--- src/rtl/apb_requester.sv ---
// APB requester: turns a valid/ready command into one APB transfer and returns a held response.
// Optional build macro APB_TIMEOUT_EN adds an ACCESS-phase wait limit that aborts with rsp_err.
module apb_requester #(
  parameter int ADDR_WIDTH     = 8,
  parameter int DATA_WIDTH     = 8,
  parameter int TIMEOUT_CYCLES = 16
) (
  input  logic                  PCLK,
  input  logic                  PRESET,
  input  logic                  cmd_valid,
  output logic                  cmd_ready,
  input  logic                  cmd_write,
  input  logic [ADDR_WIDTH-1:0] cmd_addr,
  input  logic [DATA_WIDTH-1:0] cmd_wdata,
  output logic                  rsp_valid,
  input  logic                  rsp_ready,
  output logic [DATA_WIDTH-1:0] rsp_rdata,
  output logic                  rsp_err,
  output logic [ADDR_WIDTH-1:0] PADDR,
  output logic                  PWRITE,
  output logic [DATA_WIDTH-1:0] PWDATA,
  output logic                  PSEL,
  output logic                  PENABLE,
  output logic                  PWAKEUP,
  input  logic [DATA_WIDTH-1:0] PRDATA,
  input  logic                  PREADY
);

  typedef enum logic [1:0] {
    ST_IDLE   = 2'd0,
    ST_SETUP  = 2'd1,
    ST_ACCESS = 2'd2
  } state_t;

  generate
    if (TIMEOUT_CYCLES < 1) begin : g_bad_timeout
      $error("apb_requester: TIMEOUT_CYCLES must be at least 1");
    end
  endgenerate

  state_t                  state_q;
  logic [ADDR_WIDTH-1:0]   paddr_q;
  logic                    pwrite_q;
  logic [DATA_WIDTH-1:0]   pwdata_q;
  logic                    psel_q;
  logic                    penable_q;
  logic                    pwakeup_q;
  logic                    rsp_valid_q;
  logic [DATA_WIDTH-1:0]   rsp_rdata_q;

`ifdef APB_TIMEOUT_EN
  localparam int CNT_W = (TIMEOUT_CYCLES > 1) ? $clog2(TIMEOUT_CYCLES) : 1;
  localparam logic [CNT_W-1:0] CNT_LAST = CNT_W'(TIMEOUT_CYCLES - 1);
  logic [CNT_W-1:0]        tmo_cnt_q;
  logic                    rsp_err_q;
`endif

  // Ready only when idle with no unconsumed response, so rsp_ready never reaches cmd_ready.
  assign cmd_ready = (state_q == ST_IDLE) && !rsp_valid_q && !PRESET;

  assign PADDR     = paddr_q;
  assign PWRITE    = pwrite_q;
  assign PWDATA    = pwdata_q;
  assign PSEL      = psel_q;
  assign PENABLE   = penable_q;
  assign PWAKEUP   = pwakeup_q;
  assign rsp_valid = rsp_valid_q;
  assign rsp_rdata = rsp_rdata_q;
`ifdef APB_TIMEOUT_EN
  assign rsp_err   = rsp_err_q;
`else
  assign rsp_err   = 1'b0;
`endif

  // Transfer sequencer: every bus and response output is a register updated here.
  always_ff @(posedge PCLK) begin
    if (PRESET) begin
      state_q     <= ST_IDLE;
      paddr_q     <= {ADDR_WIDTH{1'b0}};
      pwrite_q    <= 1'b0;
      pwdata_q    <= {DATA_WIDTH{1'b0}};
      psel_q      <= 1'b0;
      penable_q   <= 1'b0;
      pwakeup_q   <= 1'b0;
      rsp_valid_q <= 1'b0;
      rsp_rdata_q <= {DATA_WIDTH{1'b0}};
`ifdef APB_TIMEOUT_EN
      tmo_cnt_q   <= {CNT_W{1'b0}};
      rsp_err_q   <= 1'b0;
`endif
    end else begin
      if (rsp_valid_q && rsp_ready) begin
        rsp_valid_q <= 1'b0;
      end

      case (state_q)
        ST_IDLE: begin
          if (cmd_valid && cmd_ready) begin
            paddr_q  <= cmd_addr;
            pwrite_q <= cmd_write;
            pwdata_q <= cmd_wdata;
`ifdef APB_TIMEOUT_EN
            tmo_cnt_q <= {CNT_W{1'b0}};
`endif
            state_q  <= ST_SETUP;
          end
        end

        ST_SETUP: begin
          psel_q    <= 1'b1;
          penable_q <= 1'b0;
          pwakeup_q <= 1'b1;
          state_q   <= ST_ACCESS;
        end

        ST_ACCESS: begin
          // First ACCESS cycle only raises PENABLE; PREADY counts once PENABLE is on the bus.
          if (!penable_q) begin
            penable_q <= 1'b1;
          end else if (PREADY) begin
            psel_q      <= 1'b0;
            penable_q   <= 1'b0;
            pwakeup_q   <= 1'b0;
            rsp_valid_q <= 1'b1;
            rsp_rdata_q <= pwrite_q ? {DATA_WIDTH{1'b0}} : PRDATA;
`ifdef APB_TIMEOUT_EN
            rsp_err_q   <= 1'b0;
            tmo_cnt_q   <= {CNT_W{1'b0}};
`endif
            state_q     <= ST_IDLE;
          end
`ifdef APB_TIMEOUT_EN
          else if (tmo_cnt_q == CNT_LAST) begin
            psel_q      <= 1'b0;
            penable_q   <= 1'b0;
            pwakeup_q   <= 1'b0;
            rsp_valid_q <= 1'b1;
            rsp_rdata_q <= {DATA_WIDTH{1'b0}};
            rsp_err_q   <= 1'b1;
            tmo_cnt_q   <= {CNT_W{1'b0}};
            state_q     <= ST_IDLE;
          end else begin
            tmo_cnt_q <= tmo_cnt_q + CNT_W'(1);
          end
`endif
        end

        default: begin
          psel_q    <= 1'b0;
          penable_q <= 1'b0;
          pwakeup_q <= 1'b0;
          state_q   <= ST_IDLE;
        end
      endcase
    end
  end

endmodule
--- config.mk ---
export PLATFORM = sky130hd
export DESIGN_NAME = apb_requester
export DESIGN_NICKNAME = d
export VERILOG_FILES = /design/src/rtl/apb_requester.sv
export SDC_FILE = /design/constraint.sdc
export NUM_CORES = 1
export LEC_CHECK = 0
export CORE_ASPECT_RATIO = 1.75
export CORE_MARGIN = 2
export CORE_UTILIZATION = 35
export DETAILED_ROUTE_END_ITERATION = 8
export PLACE_DENSITY = 0.7
export SLEW_MARGIN = 20
export SYNTH_ARGS = -nofsm -noshare
export SYNTH_HDL_FRONTEND = slang
export SYNTH_SLANG_ARGS = --single-unit
export TNS_END_PERCENT = 20
--- constraint.sdc ---
create_clock -name PCLK -period 1.7 [get_ports PCLK]
set_clock_uncertainty 0.05 [all_clocks]
set_input_delay 0.51 -clock PCLK [delete_from_list [all_inputs] [get_ports PCLK]]
set_output_delay 0.51 -clock PCLK [all_outputs]
set_load 0.01 [all_outputs]
==> report_table.html <==
<table>
<tr><th>Metric</th><th>Value</th></tr>
<tr><th colspan="2">Clocking</th></tr>
<tr><td>CTS H-Tree Depth</td><td>2</td></tr>
<tr><td>TritonCTS clock tree</td><td>built</td></tr>
<tr><td>Clock-pin transition on the worst setup and hold timing paths</td><td>~0.060 ns</td></tr>
<tr><td>Clock sink count</td><td>30</td></tr>
<tr><td>Clock root cell</td><td>clkbuf_8</td></tr>
<tr><td>Total CTS buffers</td><td>5</td></tr>
<tr><td>Clk Latency, worst-skew pair</td><td>0.28 ns</td></tr>
<tr><td>Number of buffers between clock root and the deepest sink</td><td>2</td></tr>
<tr><td>Hold-fix buffers, CTS</td><td>0</td></tr>
<tr><th colspan="2">STA</th></tr>
<tr><td>Maximum clock frequency</td><td>596 MHz</td></tr>
<tr><td>Setup repair after global routing missed its margin</td><td>yes</td></tr>
<tr><td>Post-layout min period</td><td>~1.7 ns</td></tr>
<tr><td>Total of endpoints with negative setup slack in the final report</td><td>0</td></tr>
<tr><td>Count of pins over their slew limit</td><td>0</td></tr>
<tr><td>Share of the clock period used by the worst path after layout</td><td>98.7%</td></tr>
<tr><td>Count of endpoints failing hold in the final timing report</td><td>0</td></tr>
<tr><th colspan="2">Critical path</th></tr>
<tr><td>Data arrival time of the worst path</td><td>1.12 ns</td></tr>
<tr><td>Critical path capture point type</td><td>output pin</td></tr>
<tr><td>Critical path type</td><td>register to output pin</td></tr>
<tr><td>Cell depth of the worst flop-to-flop path</td><td>5</td></tr>
<tr><td>Required time of the critical path</td><td>between 1 and 1.5 ns</td></tr>
<tr><td>Setup crit start kind</td><td>register</td></tr>
<tr><td>Biggest fanout along the worst timing path</td><td>2</td></tr>
<tr><th colspan="2">Synth</th></tr>
<tr><td>Most area-consuming cells after synthesis</td><td>dfxtp_1 49%, nand2b_1 9.2%, nand3_1 7.3%, o21ai_2 6.4%, nand3b_1 4.9%</td></tr>
<tr><td>Netlist area before placement</td><td>1230 µm²</td></tr>
<tr><td>Share of synthesized area occupied by flip-flops and latches</td><td>48.9%</td></tr>
<tr><td>Syn Inst Count</td><td>roughly 130</td></tr>
<tr><td>Synth Register Bits</td><td>30</td></tr>
<tr><td>Most frequently used flop master after synthesis</td><td>dfxtp_1</td></tr>
<tr><td>Average size of a mapped cell</td><td>9.23 µm²</td></tr>
<tr><td>Number of synthesized flops with an enable pin</td><td>0</td></tr>
<tr><td>Net count after synthesis</td><td>approximately 160</td></tr>
<tr><td>Ys Warns</td><td>0</td></tr>
<tr><td>Cell taking the most area after synthesis</td><td>dfxtp_1</td></tr>
<tr><td>Area share of the largest cell type after synthesis</td><td>48.9%</td></tr>
<tr><td>Async set-or-reset flop fraction in the synthesized netlist</td><td>0%</td></tr>
<tr><td>Library cells used by synthesis</td><td>22</td></tr>
<tr><th colspan="2">Min path</th></tr>
<tr><td>Worst hold path type</td><td>register to register</td></tr>
<tr><td>Cell depth of the worst hold path</td><td>2</td></tr>
<tr><th colspan="2">Power</th></tr>
<tr><td>Design internal power</td><td>1.22 mW</td></tr>
<tr><td>Combinational power share</td><td>16.8%</td></tr>
<tr><td>Switching share of power</td><td>24.6%</td></tr>
<tr><td>Highest ir drop seen on vdd</td><td>796 µV</td></tr>
<tr><td>Clk pwr share</td><td>35.8%</td></tr>
<tr><td>Total power divided by cell area</td><td>approximately 840 nW/µm²</td></tr>
<tr><td>Leakage power of the design</td><td>~0.82 nW</td></tr>
<tr><td>Post-route total power</td><td>1.62 mW</td></tr>
<tr><td>Sw Pwr</td><td>0.400 mW</td></tr>
<tr><td>Fraction of power consumed by sequential logic</td><td>47.4%</td></tr>
<tr><th colspan="2">Placement</th></tr>
<tr><td>Placer congestion estimate</td><td>0.711</td></tr>
<tr><td>I/O Buffers</td><td>59</td></tr>
<tr><td>Post-Place Cell Area</td><td>1880 µm²</td></tr>
<tr><td>Half-perimeter wire length after placement</td><td>2470 µm</td></tr>
<tr><th colspan="2">Layout</th></tr>
<tr><td>Nets@finish</td><td>between 200 and 250</td></tr>
<tr><td>Fraction of layout instances using a drive strength above 1</td><td>~17%</td></tr>
<tr><td>Antenna diode count</td><td>0</td></tr>
<tr><td>Growth of design area from synthesis to finish</td><td>57.2%</td></tr>
<tr><td>Post-route cell area</td><td>1930 µm²</td></tr>
<tr><th colspan="2">GRT</th></tr>
<tr><td>Gr usage total</td><td>between 10% and 20%</td></tr>
<tr><td>Congestion Overflow GR</td><td>0</td></tr>
<tr><td>Initial antenna violation count</td><td>0</td></tr>
<tr><td>Pin count of the biggest net entering global routing</td><td>30</td></tr>
<tr><td>Via count of the first global-routing pass</td><td>~1.1k</td></tr>
<tr><td>Global-route wire length before repair</td><td>5230 µm</td></tr>
<tr><th colspan="2">Drt</th></tr>
<tr><td>Ratio of routed vias to standard cells</td><td>4.70</td></tr>
<tr><td>Number of nets still failing antenna checks after routing</td><td>0</td></tr>
<tr><td>Routed wire length</td><td>3290 µm</td></tr>
<tr><td>Initial DRT Pass Iterations</td><td>4</td></tr>
<tr><td>DRC violation total after the first TritonRoute iteration</td><td>14</td></tr>
<tr><td>Via Count</td><td>1148</td></tr>
<tr><td>WL/cell</td><td>13.5 µm</td></tr>
<tr><td>Post-detailed-route DRC marker count</td><td>0</td></tr>
<tr><th colspan="2">Floorplanning</th></tr>
<tr><td>Io pins</td><td>61</td></tr>
<tr><td>Width of the die</td><td>roughly 50 µm</td></tr>
<tr><td>Initial cell density of the core</td><td>36.5%</td></tr>
<tr><td>Num rows</td><td>28</td></tr>
<tr><td>Floorplan die area</td><td>4020 µm²</td></tr>
<tr><td>Area of the core</td><td>3360 µm²</td></tr>
<tr><td>Vert. Die Dim</td><td>82.3 µm</td></tr>
<tr><th colspan="2">Flow run</th></tr>
<tr><td>Max-cap violation count</td><td>0</td></tr>
<tr><th colspan="2">Run status</th></tr>
<tr><td>Outcome</td><td>finished, final reports clean</td></tr>
</table>
[metal layers]
metal  share of wire (%)  global-route usage (%)
met5                   0                       0
met4                 1.9                    8.57
met3                 7.0                    6.12
met2                  54                    33.6
met1                  37                    15.7
[cells by family after synthesis]
logic type | Yosys count | synth area share [%]
buffers and inverters | 12 | 6.22
muxes | 1 | 0.816
DFF | 30 | 48.9
other | 1 | 0.306
AOI/OAI and AO/OA | 28 | 14.2
and+or+nand+nor | 61 | 29.6
[worst max-delay path, stage by stage, from the launching register on]
cell	delay, ns
dfxtp_2	0.33
nor4_4	0.32
buf_2	0.19
[sequential cells by signal, summed over array words and instances (netlist names)]
| name | count |
|---|---|
| PADDR | 8 |
| PWDATA | 8 |
| rsp_rdata | 8 |
| state_q | 2 |
| PENABLE | 1 |
| PWAKEUP | 1 |
| PWRITE | 1 |
| rsp_valid | 1 |
[cell type report]
type / count / area, µm²
fill: 340 / 1430
multi-input combinational: 91 / 551
clock buffer: 7 / 86.3
sequential: 30 / 604
clock inverter: 1 / 5.00
tap: 45 / 56.3
timing repair buffer: 70 / 627
[stage by stage]
stage               setup TNS (ns)  hold WS (ns)  setup slack (ns)  cells  util [%]
finish                           0         0.397            0.0226    244      57.4
global route               -0.0139         0.418           -0.0116    244      57.4
CTS                              0         0.400            0.0165    244      57.3
detailed placement           -8.37         0.394            -0.640    236      55.9
global placement             -7.71         0.387            -0.651    236      55.9
floorplan                        0         0.426            0.0234    133         -
[repair_timing]
action                                  CTS  global route
pin swaps                                 1             0
endpoints found under the setup margin   47             5
setup buffers                             1             0
gates resized for setup                  38             2
[power groups by stage]
stage	combinational [mW]	clock [mW]	sequential, mW
floorplan	0.110	0	0.801
global placement	0.298	0	0.783
detailed placement	0.304	0	0.785
CTS	0.276	0.602	0.768
global route	0.295	0.637	0.773
finish	0.273	0.581	0.769
[cell usage after synthesis, types with 2 or more instances]
cell type	count
nand2_1	8
o21ai_2	9
nand3b_1	8
nand3_1	18
nor3_1	2
nand2b_1	18
a21oi_1	10
dfxtp_1	30
o21ai_0	9
clkbuf_1	6
buf_4	3
nor2_1	2
[placed cells by master (no fill, tap or decap), drive strengths merged]
master,instances
nand3,18
nand3b,8
nor3,2
buf,13
conb,1
nor2,2
and2,1
and4b,1
a21oi,10
clkbuf,7
nor4,1
clkinv,1
dfxtp,30
nand4b,1
clkdlybuf4s50,28
mux2i,1
dlygate4sd2,29
o21ai,18
nand2,8
nand2b,18
nor2b,1
[path summary, 6_finish.rpt]
kind	from	to	slack [ns]
max	state_q[1]	cmd_ready	0.02
min	rsp_rdata[3]	rsp_rdata[3]	0.40
max reg2reg	state_q[1]	PADDR[1]	0.08
min reg2reg	rsp_rdata[3]	rsp_rdata[3]	0.40
No activity file was read; power rests on OpenSTA's default activity.
